===== src/rtl/simd_booth_pkg.sv =====
// Shared definitions for the SIMD sequential Booth multiplier.
//   MODE_*  : transaction mode encodings (lane split of the DATA_W operands)
//   state_e : controller states
//   lane_w  : lane width in bits for a given mode
package simd_booth_pkg;

  localparam logic [1:0] MODE_1X   = 2'b00;
  localparam logic [1:0] MODE_2X   = 2'b01;
  localparam logic [1:0] MODE_4X   = 2'b10;
  localparam logic [1:0] MODE_RSVD = 2'b11;

  typedef enum logic [1:0] {
    IDLE = 2'd0,
    RUN  = 2'd1,
    DONE = 2'd2
  } state_e;

  function automatic int lane_w(input logic [1:0] mode, input int data_w);
    case (mode)
      MODE_2X: return data_w / 2;
      MODE_4X: return data_w / 4;
      default: return data_w;
    endcase
  endfunction

endpackage


===== src/rtl/booth_lane_step.sv =====
// One Booth step on a single LW-bit chunk of the accumulator/multiplier pair.
//   a_i/q_i/m_i : accumulator, multiplier and multiplicand chunk
//   add_i/sub_i : Booth decision of the lane this chunk belongs to
//   cin_i       : carry into the chunk (lane start: sub_i, else lower chunk)
//   a_fill_i    : bit shifted into the accumulator MSB
//   q_fill_i    : bit shifted into the multiplier MSB
//   sum_o       : A +/- M before the shift
//   cout_o      : carry out of the chunk (only used when chaining chunks)
//   sign_o      : true sign of A +/- M, valid even when the LW-bit sum overflows
//   a_o/q_o     : shifted accumulator and multiplier chunk
module booth_lane_step #(
  parameter int LW = 4
) (
  input  logic [LW-1:0] a_i,
  input  logic [LW-1:0] q_i,
  input  logic [LW-1:0] m_i,
  input  logic          add_i,
  input  logic          sub_i,
  input  logic          cin_i,
  input  logic          a_fill_i,
  input  logic          q_fill_i,
  output logic [LW-1:0] sum_o,
  output logic          cout_o,
  output logic          sign_o,
  output logic [LW-1:0] a_o,
  output logic [LW-1:0] q_o
);

  logic [LW-1:0] b;
  logic [LW:0]   full;

  // Subtraction is A + ~M + 1; the +1 arrives through cin_i at the lane start.
  assign b      = sub_i ? ~m_i : (add_i ? m_i : '0);
  assign full   = {1'b0, a_i} + {1'b0, b} + {{LW{1'b0}}, cin_i};
  assign sum_o  = full[LW-1:0];
  assign cout_o = full[LW];

  // Sign of the one-bit-wider result. A - (most-negative M) overflows the
  // LW-bit sum, but the shifted value fits again, so only the fill bit needs it.
  assign sign_o = a_i[LW-1] ^ b[LW-1] ^ full[LW];

  assign a_o = {a_fill_i, sum_o[LW-1:1]};
  assign q_o = {q_fill_i, q_i[LW-1:1]};

endmodule


===== src/rtl/simd_booth_mult_seq.sv =====
// Sequential SIMD radix-2 Booth multiplier: one DATA_W multiply, or two or
// four independent signed multiplies on packed lanes, one Booth step per clock.
//   clk, rst             : clock, synchronous active-high reset
//   in_valid/in_ready    : operand handshake (mode, multiplicand, multiplier)
//   out_valid/out_ready  : result handshake (product, out_err)
//   product              : packed lane products, lane k at [k*2*LW +: 2*LW]
//   out_err              : reserved mode was issued (product is zero)
//   busy                 : transaction in RUN or DONE
// The datapath is four DATA_W/4 chunks; wider lanes chain the chunks through
// mode-controlled carry and shift-in muxes at the chunk boundaries.
module simd_booth_mult_seq
  import simd_booth_pkg::*;
#(
  parameter int DATA_W = 16
) (
  input  logic                clk,
  input  logic                rst,
  input  logic                in_valid,
  output logic                in_ready,
  input  logic [1:0]          mode,
  input  logic [DATA_W-1:0]   multiplicand,
  input  logic [DATA_W-1:0]   multiplier,
  output logic                out_valid,
  input  logic                out_ready,
  output logic [2*DATA_W-1:0] product,
  output logic                out_err,
  output logic                busy
);

  localparam int PROD_W = 2 * DATA_W;
  localparam int SW     = DATA_W / 4;
  localparam int HW     = DATA_W / 2;
  localparam int CNT_W  = $clog2(DATA_W);

  if ((DATA_W % 4) != 0 || DATA_W < 8) begin : g_bad_param
    $error("DATA_W must be a multiple of 4 and at least 8");
  end

  state_e              state_q, state_d;
  logic [1:0]          mode_q, mode_d;
  logic [DATA_W-1:0]   m_q, m_d;
  logic [DATA_W-1:0]   a_q, a_d;
  logic [DATA_W-1:0]   q_q, q_d;
  logic [3:0]          qm1_q, qm1_d;
  logic [CNT_W-1:0]    cnt_q, cnt_d;
  logic [PROD_W-1:0]   product_q, product_d;
  logic                err_q, err_d;

  logic [DATA_W-1:0]   a_nxt, q_nxt;
  logic [3:0]          lane_q0;   // Q LSB of each chunk, also next q_m1
  logic [3:0]          sum_lsb;   // LSB of each chunk's A +/- M
  logic [PROD_W-1:0]   prod_1x, prod_2x, prod_4x, prod_sel;
  logic                last_step;
  logic                unused_cout;

  // ---------------------------------------------------------------------
  // Per-chunk step logic
  // ---------------------------------------------------------------------
  for (genvar j = 0; j < 4; j++) begin : g_ch
    logic [1:0]    lo;        // lowest chunk of the lane this chunk is in
    logic          is_low, is_high;
    logic          add, sub, cin, afill, qfill;
    logic [SW-1:0] sum, a_o, q_o;
    logic          cout, sign;

    always_comb begin
      lo      = 2'(j);
      is_low  = 1'b1;
      is_high = 1'b1;
      case (mode_q)
        MODE_1X: begin
          lo      = 2'd0;
          is_low  = (j == 0);
          is_high = (j == 3);
        end
        MODE_2X: begin
          lo      = (j >= 2) ? 2'd2 : 2'd0;
          is_low  = ((j % 2) == 0);
          is_high = ((j % 2) == 1);
        end
        default: ;
      endcase
    end

    assign lane_q0[j] = q_q[j*SW];
    // Booth pair {Q[0], q_m1} always comes from the lane's lowest chunk.
    assign add = (lane_q0[lo] == 1'b0) && (qm1_q[lo] == 1'b1);
    assign sub = (lane_q0[lo] == 1'b1) && (qm1_q[lo] == 1'b0);

    if (j == 0) begin : g_cin_first
      assign cin = is_low ? sub : 1'b0;
    end else begin : g_cin_chain
      assign cin = is_low ? sub : g_ch[j-1].cout;
    end

    // At a lane top the sign replicates and the lane's A LSB enters Q MSB;
    // inside a lane the bits come from the chunk above.
    if (j == 3) begin : g_fill_top
      assign afill = sign;
      assign qfill = sum_lsb[lo];
    end else begin : g_fill_chain
      assign afill = is_high ? sign : g_ch[j+1].sum[0];
      assign qfill = is_high ? sum_lsb[lo] : q_q[(j+1)*SW];
    end

    booth_lane_step #(.LW(SW)) u_step (
      .a_i      (a_q[j*SW +: SW]),
      .q_i      (q_q[j*SW +: SW]),
      .m_i      (m_q[j*SW +: SW]),
      .add_i    (add),
      .sub_i    (sub),
      .cin_i    (cin),
      .a_fill_i (afill),
      .q_fill_i (qfill),
      .sum_o    (sum),
      .cout_o   (cout),
      .sign_o   (sign),
      .a_o      (a_o),
      .q_o      (q_o)
    );

    assign sum_lsb[j]          = sum[0];
    assign a_nxt[j*SW +: SW]   = a_o;
    assign q_nxt[j*SW +: SW]   = q_o;
  end

  // Carry out of the top chunk is the discarded lane-edge carry.
  assign unused_cout = g_ch[3].cout;

  // ---------------------------------------------------------------------
  // Product packing: lane k = {A_lane, Q_lane}
  // ---------------------------------------------------------------------
  assign prod_1x = {a_nxt, q_nxt};
  for (genvar k = 0; k < 2; k++) begin : g_pk2
    assign prod_2x[k*DATA_W +: DATA_W] = {a_nxt[k*HW +: HW], q_nxt[k*HW +: HW]};
  end
  for (genvar k = 0; k < 4; k++) begin : g_pk4
    assign prod_4x[k*HW +: HW] = {a_nxt[k*SW +: SW], q_nxt[k*SW +: SW]};
  end

  always_comb begin
    case (mode_q)
      MODE_2X: prod_sel = prod_2x;
      MODE_4X: prod_sel = prod_4x;
      default: prod_sel = prod_1x;
    endcase
  end

  // ---------------------------------------------------------------------
  // Controller
  // ---------------------------------------------------------------------
  assign last_step = (state_q == RUN) &&
                     (cnt_q == CNT_W'(lane_w(mode_q, DATA_W) - 1));

  always_comb begin
    state_d = state_q;
    case (state_q)
      IDLE: if (in_valid) state_d = (mode == MODE_RSVD) ? DONE : RUN;
      RUN:  if (last_step) state_d = DONE;
      DONE: if (out_ready) state_d = IDLE;
      default: state_d = IDLE;
    endcase
  end

  always_comb begin
    mode_d    = mode_q;
    m_d       = m_q;
    a_d       = a_q;
    q_d       = q_q;
    qm1_d     = qm1_q;
    cnt_d     = cnt_q;
    product_d = product_q;
    err_d     = err_q;
    case (state_q)
      IDLE: if (in_valid) begin
        mode_d    = mode;
        m_d       = multiplicand;
        a_d       = '0;
        q_d       = multiplier;
        qm1_d     = '0;
        cnt_d     = '0;
        product_d = '0;
        err_d     = (mode == MODE_RSVD);
      end
      RUN: begin
        a_d   = a_nxt;
        q_d   = q_nxt;
        qm1_d = lane_q0;
        cnt_d = cnt_q + 1'b1;
        if (last_step) product_d = prod_sel;
      end
      default: ;
    endcase
  end

  always_ff @(posedge clk) begin
    if (rst) begin
      state_q   <= IDLE;
      mode_q    <= MODE_1X;
      m_q       <= '0;
      a_q       <= '0;
      q_q       <= '0;
      qm1_q     <= '0;
      cnt_q     <= '0;
      product_q <= '0;
      err_q     <= 1'b0;
    end else begin
      state_q   <= state_d;
      mode_q    <= mode_d;
      m_q       <= m_d;
      a_q       <= a_d;
      q_q       <= q_d;
      qm1_q     <= qm1_d;
      cnt_q     <= cnt_d;
      product_q <= product_d;
      err_q     <= err_d;
    end
  end

  assign in_ready  = (state_q == IDLE);
  assign out_valid = (state_q == DONE);
  assign busy      = (state_q != IDLE);
  assign product   = product_q;
  assign out_err   = err_q;

endmodule

===== config.mk =====
export PLATFORM = sky130hd
export DESIGN_NAME = simd_booth_mult_seq
export DESIGN_NICKNAME = d
export VERILOG_FILES = /design/src/rtl/simd_booth_pkg.sv /design/src/rtl/booth_lane_step.sv /design/src/rtl/simd_booth_mult_seq.sv
export SDC_FILE = /design/constraint.sdc
export NUM_CORES = 1
export LEC_CHECK = 0
export CORE_MARGIN = 4
export CORE_UTILIZATION = 35
export CTS_BUF_LIST = sky130_fd_sc_hd__clkbuf_8 sky130_fd_sc_hd__clkbuf_16
export DETAILED_ROUTE_END_ITERATION = 12
export DONT_BUFFER_PORTS = 1
export GPL_ROUTABILITY_DRIVEN = 1
export PLACE_DENSITY = 0.56
export SLEW_MARGIN = 20
export SYNTH_ARGS = -nofsm -noshare
export SYNTH_HDL_FRONTEND = slang
export SYNTH_SLANG_ARGS = --single-unit

===== constraint.sdc =====
create_clock -name clk -period 7.1 [get_ports clk]
set_clock_uncertainty 0.2 [all_clocks]
set_input_delay 1.775 -clock clk [delete_from_list [all_inputs] [get_ports clk]]
set_output_delay 1.775 -clock clk [all_outputs]
set_load 0.1 [all_outputs]

After elaboration in Yosys (flattened, before gate mapping)
Cells that the tools add are included.

word-level totals
  bits in registers = 93
  bits of input ports = 38
  output and inout bits = 36

cells by class
  add/sub/neg operators = 10
  order comparisons = 3
  equality and inequality tests = 9
  multiplexer cells = 55
  bitwise logic cells = 20
  reductions and logical operators = 18

operator list
  kind                   number
  $mux W32               2
  $pmux W16 S2           2
  $pmux W32 S2           1
  $pmux W28 S2           1
  $mux W4                9
  $mux W16               2
  $pmux W4 S2            3
  $add A4 B4 Y5          4
  $add A5 B1 Y5          4
  $mux W1                19
  $bmux W1 S2            9
  $not A4 Y4             4
  $mux W2                5
  $logic_and A1 B1 Y1    9
  $not A1 Y1             8
  $xor A1 B1 Y1          8
  $eq A2 B2 Y1 const B   3
  $lt A2 B3 Y1 const B   2
  $pmux W2 S3            1
  $reduce_and A3 Y1      2
  $add A4 B1 Y4 const B  1
  $eq A2 B1 Y1 const B   2
  $eq A4 B4 Y1           1
  $logic_not A2 Y1       2
  other kinds (8)        11

Depth between registers and ports, before layout
  word-level depth = 21
  mapped depth = 28

Modules after synthesis
A second synthesis with hierarchy kept.

unflattened totals
  cell total of the unflattened synthesis = 681
  area total of the unflattened synthesis = 5610.4 um^2

modules (own cells, without submodules)
  module                                 instances  cells an instance  area each (um^2)
  simd_booth_mult_seq                    1          553                4535.6
  booth_lane_step at g_ch[0].u_step ...  3          32                 267.8
  booth_lane_step at g_ch[1].u_step      1          32                 271.5

Worst setup path before layout
No wires, ideal clock.

  path type = reg-to-reg
  start = reg qm1_q[0]
  end = reg product_q[23], in the netlist product[23]
  arrival time = 5.472 ns
  data required time = 6.781 ns
  path slack = 1.309 ns
  cell stages (with the launch flop) = 25
  path buffers = 0
  period minus slack after synthesis = 5.791 ns
  cell sequence = dfxtp_1 -> nand2b_1 -> nor2_1 -> a21oi_1 -> fa_1 -> inv_1 -> fa_1 -> a21o_1 -> a21oi_1 -> o21ai_0 -> fa_1 -> fa_1 -> a21oi_1 -> nor2b_1 -> o21ai_0 -> o21ai_0 -> fa_1 -> fa_1 -> a21o_1 -> a211oi_1 -> a21oi_1 -> fa_1 -> o22a_1 -> a221o_1 -> a32o_1

between the ends
  longest elaborated chain between the ends = 16
  elaborated cells on any way between the ends = 48
  those cells by class = add/sub (8); mux (24); bitwise (8); reduce/logical (8)

RTL lines
  element                                              RTL line                                          source
  start, declared                                      simd_booth_mult_seq.sv:44                         logic [3:0] qm1_q, qm1_d;
  start signal, assigned                               simd_booth_mult_seq.sv:213                        qm1_q <= qm1_d;
  $logic_and A1 B1 Y1, or another cell as far along    simd_booth_mult_seq.sv:87                         assign add = (lane_q0[lo] == 1'b0) && (qm1_q[lo] == 1'b1);
  $mux W4, or another cell as far along (2 in series)  booth_lane_step.sv:33                             assign b = sub_i ? ~m_i : (add_i ? m_i : '0);
  $add A4 B4 Y5, or another cell as far along          booth_lane_step.sv:34                             assign full = {1'b0, a_i} + {1'b0, b} + {{LW{1'b0}}, cin_i};
  $add A5 B1 Y5 or $mux W4 (tied branches)             booth_lane_step.sv:34, booth_lane_step.sv:33
  $mux W1 or $add A4 B4 Y5 (tied branches)             simd_booth_mult_seq.sv:93, booth_lane_step.sv:34
  $add A5 B1 Y5                                        booth_lane_step.sv:34
  $mux W1                                              simd_booth_mult_seq.sv:93                         assign cin = is_low ? sub : g_ch[j-1].cout;
  $add A5 B1 Y5                                        booth_lane_step.sv:34
  $mux W1                                              simd_booth_mult_seq.sv:93
  $add A5 B1 Y5                                        booth_lane_step.sv:34
  $bmux W1 S2                                          simd_booth_mult_seq.sv:100                        assign qfill = sum_lsb[lo];
  $mux W1 (not written as such)                        simd_booth_mult_seq.sv:100
  $pmux W28 S2 (*)                                     simd_booth_mult_seq.sv:142                        case (mode_q)
  $mux W32 (*)                                         simd_booth_mult_seq.sv:190                        if (last_step) product_d = prod_sel;
  $pmux W32 S2 (*)                                     simd_booth_mult_seq.sv:174                        case (state_q)
  end signal, assigned                                 simd_booth_mult_seq.sv:215                        product_q <= product_d;
  end, declared                                        simd_booth_mult_seq.sv:46                         logic [PROD_W-1:0] product_q, product_d;

Mark *: on every way between the ends. The rest lies on a longest branch, timed or not. The select of a mux whose other input is x is not followed.
A chain may end at the register's enable or synchronous reset.

Worst setup path after layout
Ends and elaborated chain as after synthesis.

==> impl_metrics.py <==
metrics = {
    "pwr": {
        "irDropWorstVdd_mv": 0.1394,
        "power_density_nw_per_um2": 261.2,
        "leakagePower_nw": 1.914,
    },
    "logic_synthesis": {
        "synthArstFlopShare_pct": 0,
        "yosysWarnings": 0,
        "synth_edf_count": 0,
        "ys_ff_latch": 93,
        "ys_seq_area_share_pct": 38.52,
        "synth_nets": 662,
        "synthFlopType": "dfxtp_1",
        "syn_inst": 598,
        "synth.avg_cell_area_um2": 8.083,
        "synth_cell_types": 52,
        "synth.cell_area_um2": 4833,
    },
    "clocking": {
        "cts_inserted_buffers": 9,
        "cts_tree": "built",
        "clock_sinks": 93,
        "cts.clk_slew.worst_paths_ns": 0.07,
        "cts_hold_buffers": 0,
        "cts_resized": 0,
        "clk_latency_ns": 0.35,
        "htreeDepth": 3,
        "post_cts_buffers": 0,
        "cts_buffer_depth": 2,
        "clock-root-buffer": "clkbuf_16",
    },
    "sta": {
        "tns_ns": 0,
        "tightest_slew_ns": 1.086,
        "slew_headroom_pct": 27.30,
        "maxSlewViolCount": 0,
        "period_share_pct": 88.66,
        "max_freq_mhz": 158.9,
        "fin_ws_ns": 0.8049,
        "period_minus_slack_ns": 6.295,
        "whs_ns": 0.2713,
        "hold_violations": 0,
        "rsz0062_at_grt": "false",
        "setup_violations": 0,
    },
    "flow_run": {
        "maxCapViolCount": 0,
    },
    "routing": {
        "wirelength_um": 14060,
        "drc": 0,
        "drt_pass1_iterations": 5,
        "avgViaCountPerCell": 5.659,
        "wire_per_inst_um": 18.57,
        "drt.antenna.violating_nets": 0,
        "first_iter_violations": 379,
        "dr_total_vias": 4284,
    },
    "critical_path": {
        "crit_type": "flip-flop to flip-flop",
        "cp-start-kind": "flip-flop",
        "critPathRequiredTime_ns": 7.15,
        "end_kind": "flip-flop",
        "worstPathMaxFanout": 7,
        "arrival_ns": 6.34,
    },
    "floorplanning": {
        "placeableCoreArea_um2": 13400,
        "die_x_um": 125.5,
        "io_pins": 74,
        "fp.dieH_um": 125.5,
        "start_util_pct": 36.07,
        "die-area_um2": 15750,
        "rows": 42,
    },
    "placement": {
        "dpl_cell_area_um2": 4942,
        "port_buffers": 0,
        "place.gp.congestion": 0.8611,
        "dp_slack_ns": 0.8165,
        "dp_hpwl_um": 9848,
    },
    "cells_and_area": {
        "fin_area_um2": 5239,
        "fin_util_pct": 39.09,
        "antennaDiodeCount": 0,
        "final_nets": 640,
        "drive_gt1_share_pct": 7.057,
        "syn2layout_area_growth_pct": 8.387,
    },
    "grt": {
        "antenna_found_initial": 0,
        "grt_max_degree": 85,
        "grt-ovfl-total": 0,
        "grt_pass1_wl_um": 22670,
        "grt_pass1_vias": 4092,
        "grt_usage_pct": 17.89,
    },
    "outcome": {
        "outcome": "finished, final reports clean",
    },
    "worst_hold_path": {
        "min_path_type": "flip-flop to flip-flop",
    },
}
[routing by layer]
layer	share of wire [%]	track usage (%)	vias up
met1	45	23.93	2039
met4	2.4	8.099	0
met5	0	0	-
li1	-	-	2065
met3	7.7	4.861	28
met2	44	26.94	152
[power breakdown]
| part | leakage (nW) | switching [W] | total (W) | internal, W |
|---|---|---|---|---|
| clock network | 0.145 | 0.000211 | 0.000479 | 0.000268 |
| logic | 1.01 | 0.000200 | 0.000300 | 0.000100 |
| registers | 0.756 | 0.0000408 | 0.000590 | 0.000549 |
| total | 1.91 | 0.000452 | 0.00137 | 0.000917 |
[flip-flops by register name, summed over array words and instances (netlist names)]
register  count
state_q       2
a_q          16
out_err       1
product      32
q_q          16
mode_q        2
m_q          16
cnt_q         4
qm1_q         4
[cell families after synthesis]
family | Yosys count | synth area share [%]
simple gates | 231 | 21.80
compound gates | 174 | 22.31
flops | 93 | 38.52
buf+inv | 50 | 4.245
fa+ha+maj | 26 | 7.973
mux | 16 | 3.702
xor+xnor | 8 | 1.450
[worst max-delay path, stage by stage (launching register included)]
cell and delay, ns:
dfxtp_1 0.34, nand2b_1 0.28, nor2_1 0.07, a21oi_1 0.17
fa_1 0.22, inv_1 0.06, fa_1 0.39, a21o_1 0.19
a21oi_1 0.13, o21ai_0 0.10, fa_1 0.43, fa_1 0.41
a21oi_1 0.18, nor2b_1 0.06, o21ai_0 0.13, o21ai_0 0.13
fa_1 0.43, fa_1 0.41, a21o_1 0.19, a211oi_1 0.23
a21oi_1 0.09, fa_1 0.47, o22a_1 0.26, a221o_1 0.37
a32o_1 0.26
[final cells by class]
class / count / area [µm²]
clock buffers: 12 / 266.5
clock inverters: 4 / 30.03
fillers: 1385 / 8162
inverters: 11 / 41.29
multi-input cells: 455 / 2774
flip-flops and latches: 93 / 1862
well taps: 176 / 220.2
repair buffers: 6 / 45.04
[stage by stage]
stage,power (W),std cells
global route,0.001434,757
floorplan,0.0008234,598
finish,0.001369,757
detailed placement,0.0008973,741
CTS,0.001378,757
global placement,0.0008939,741
[cells in the mapped netlist (all sizes together) (2+ instances only)]
master / count / area (µm²)
mux2i: 10 / 100.1
o211ai: 2 / 15.01
ha: 18 / 225.2
o22ai: 3 / 18.77
a22oi: 11 / 82.58
and2: 2 / 12.51
nand3b: 3 / 26.27
a21oi: 84 / 420.4
xor2: 4 / 35.03
buf: 17 / 81.33
mux2: 5 / 56.30
a21o: 4 / 30.03
o21a: 3 / 22.52
nand2: 110 / 415.4
nor2: 51 / 214.0
a32oi: 3 / 26.28
xnor2: 4 / 35.03
a221o: 4 / 40.04
o21ai: 22 / 110.1
a22o: 9 / 78.83
o2111ai: 2 / 17.52
a311oi: 7 / 61.31
inv: 11 / 41.29
clkbuf: 22 / 82.58
a221oi: 7 / 61.31
nand3: 30 / 150.1
fa: 8 / 160.2
dfxtp: 93 / 1862
nor3: 6 / 41.29
or3: 5 / 36.28
nor2b: 12 / 75.07
a211oi: 3 / 22.52
a31oi: 6 / 37.54
nand2b: 9 / 56.30
[cell usage in the layout (no fill, tap or decap), types with 3 or more instances in the layout]
cell type	instances
inv_1	10
buf_4	6
a32oi_1	3
mux2_2	5
clkbuf_8	3
xnor2_1	4
a211oi_1	3
a221oi_1	7
a31oi_1	6
a22oi_1	11
nor2b_1	10
a221o_1	4
mux2i_1	10
dfxtp_1	93
a21oi_1	84
clkbuf_16	9
nor2_2	3
a22o_1	9
nand2_1	108
xor2_1	4
ha_1	18
o21ai_1	4
o21ai_0	18
nor3_1	5
a21o_1	4
o21a_1	3
nand2b_1	9
o22ai_1	3
nand3_1	30
nor2_1	46
or3_1	4
a311oi_1	7
fa_1	8
[path summary, 6_finish.rpt]
path / from / to / slack, ns / cells after the start
max: qm1_q[0]$_SDFFE_PP0P_ / product[23]$_SDFFE_PP0P_ / 0.80 / 24
min reg2reg: a_q[10]$_SDFFE_PP0P_ / a_q[10]$_SDFFE_PP0P_ / 0.27 / 2
max reg2reg: qm1_q[0]$_SDFFE_PP0P_ / product[23]$_SDFFE_PP0P_ / 0.80 / 24
min: a_q[10]$_SDFFE_PP0P_ / a_q[10]$_SDFFE_PP0P_ / 0.27 / 2
(Power assumes the default switching activity.)
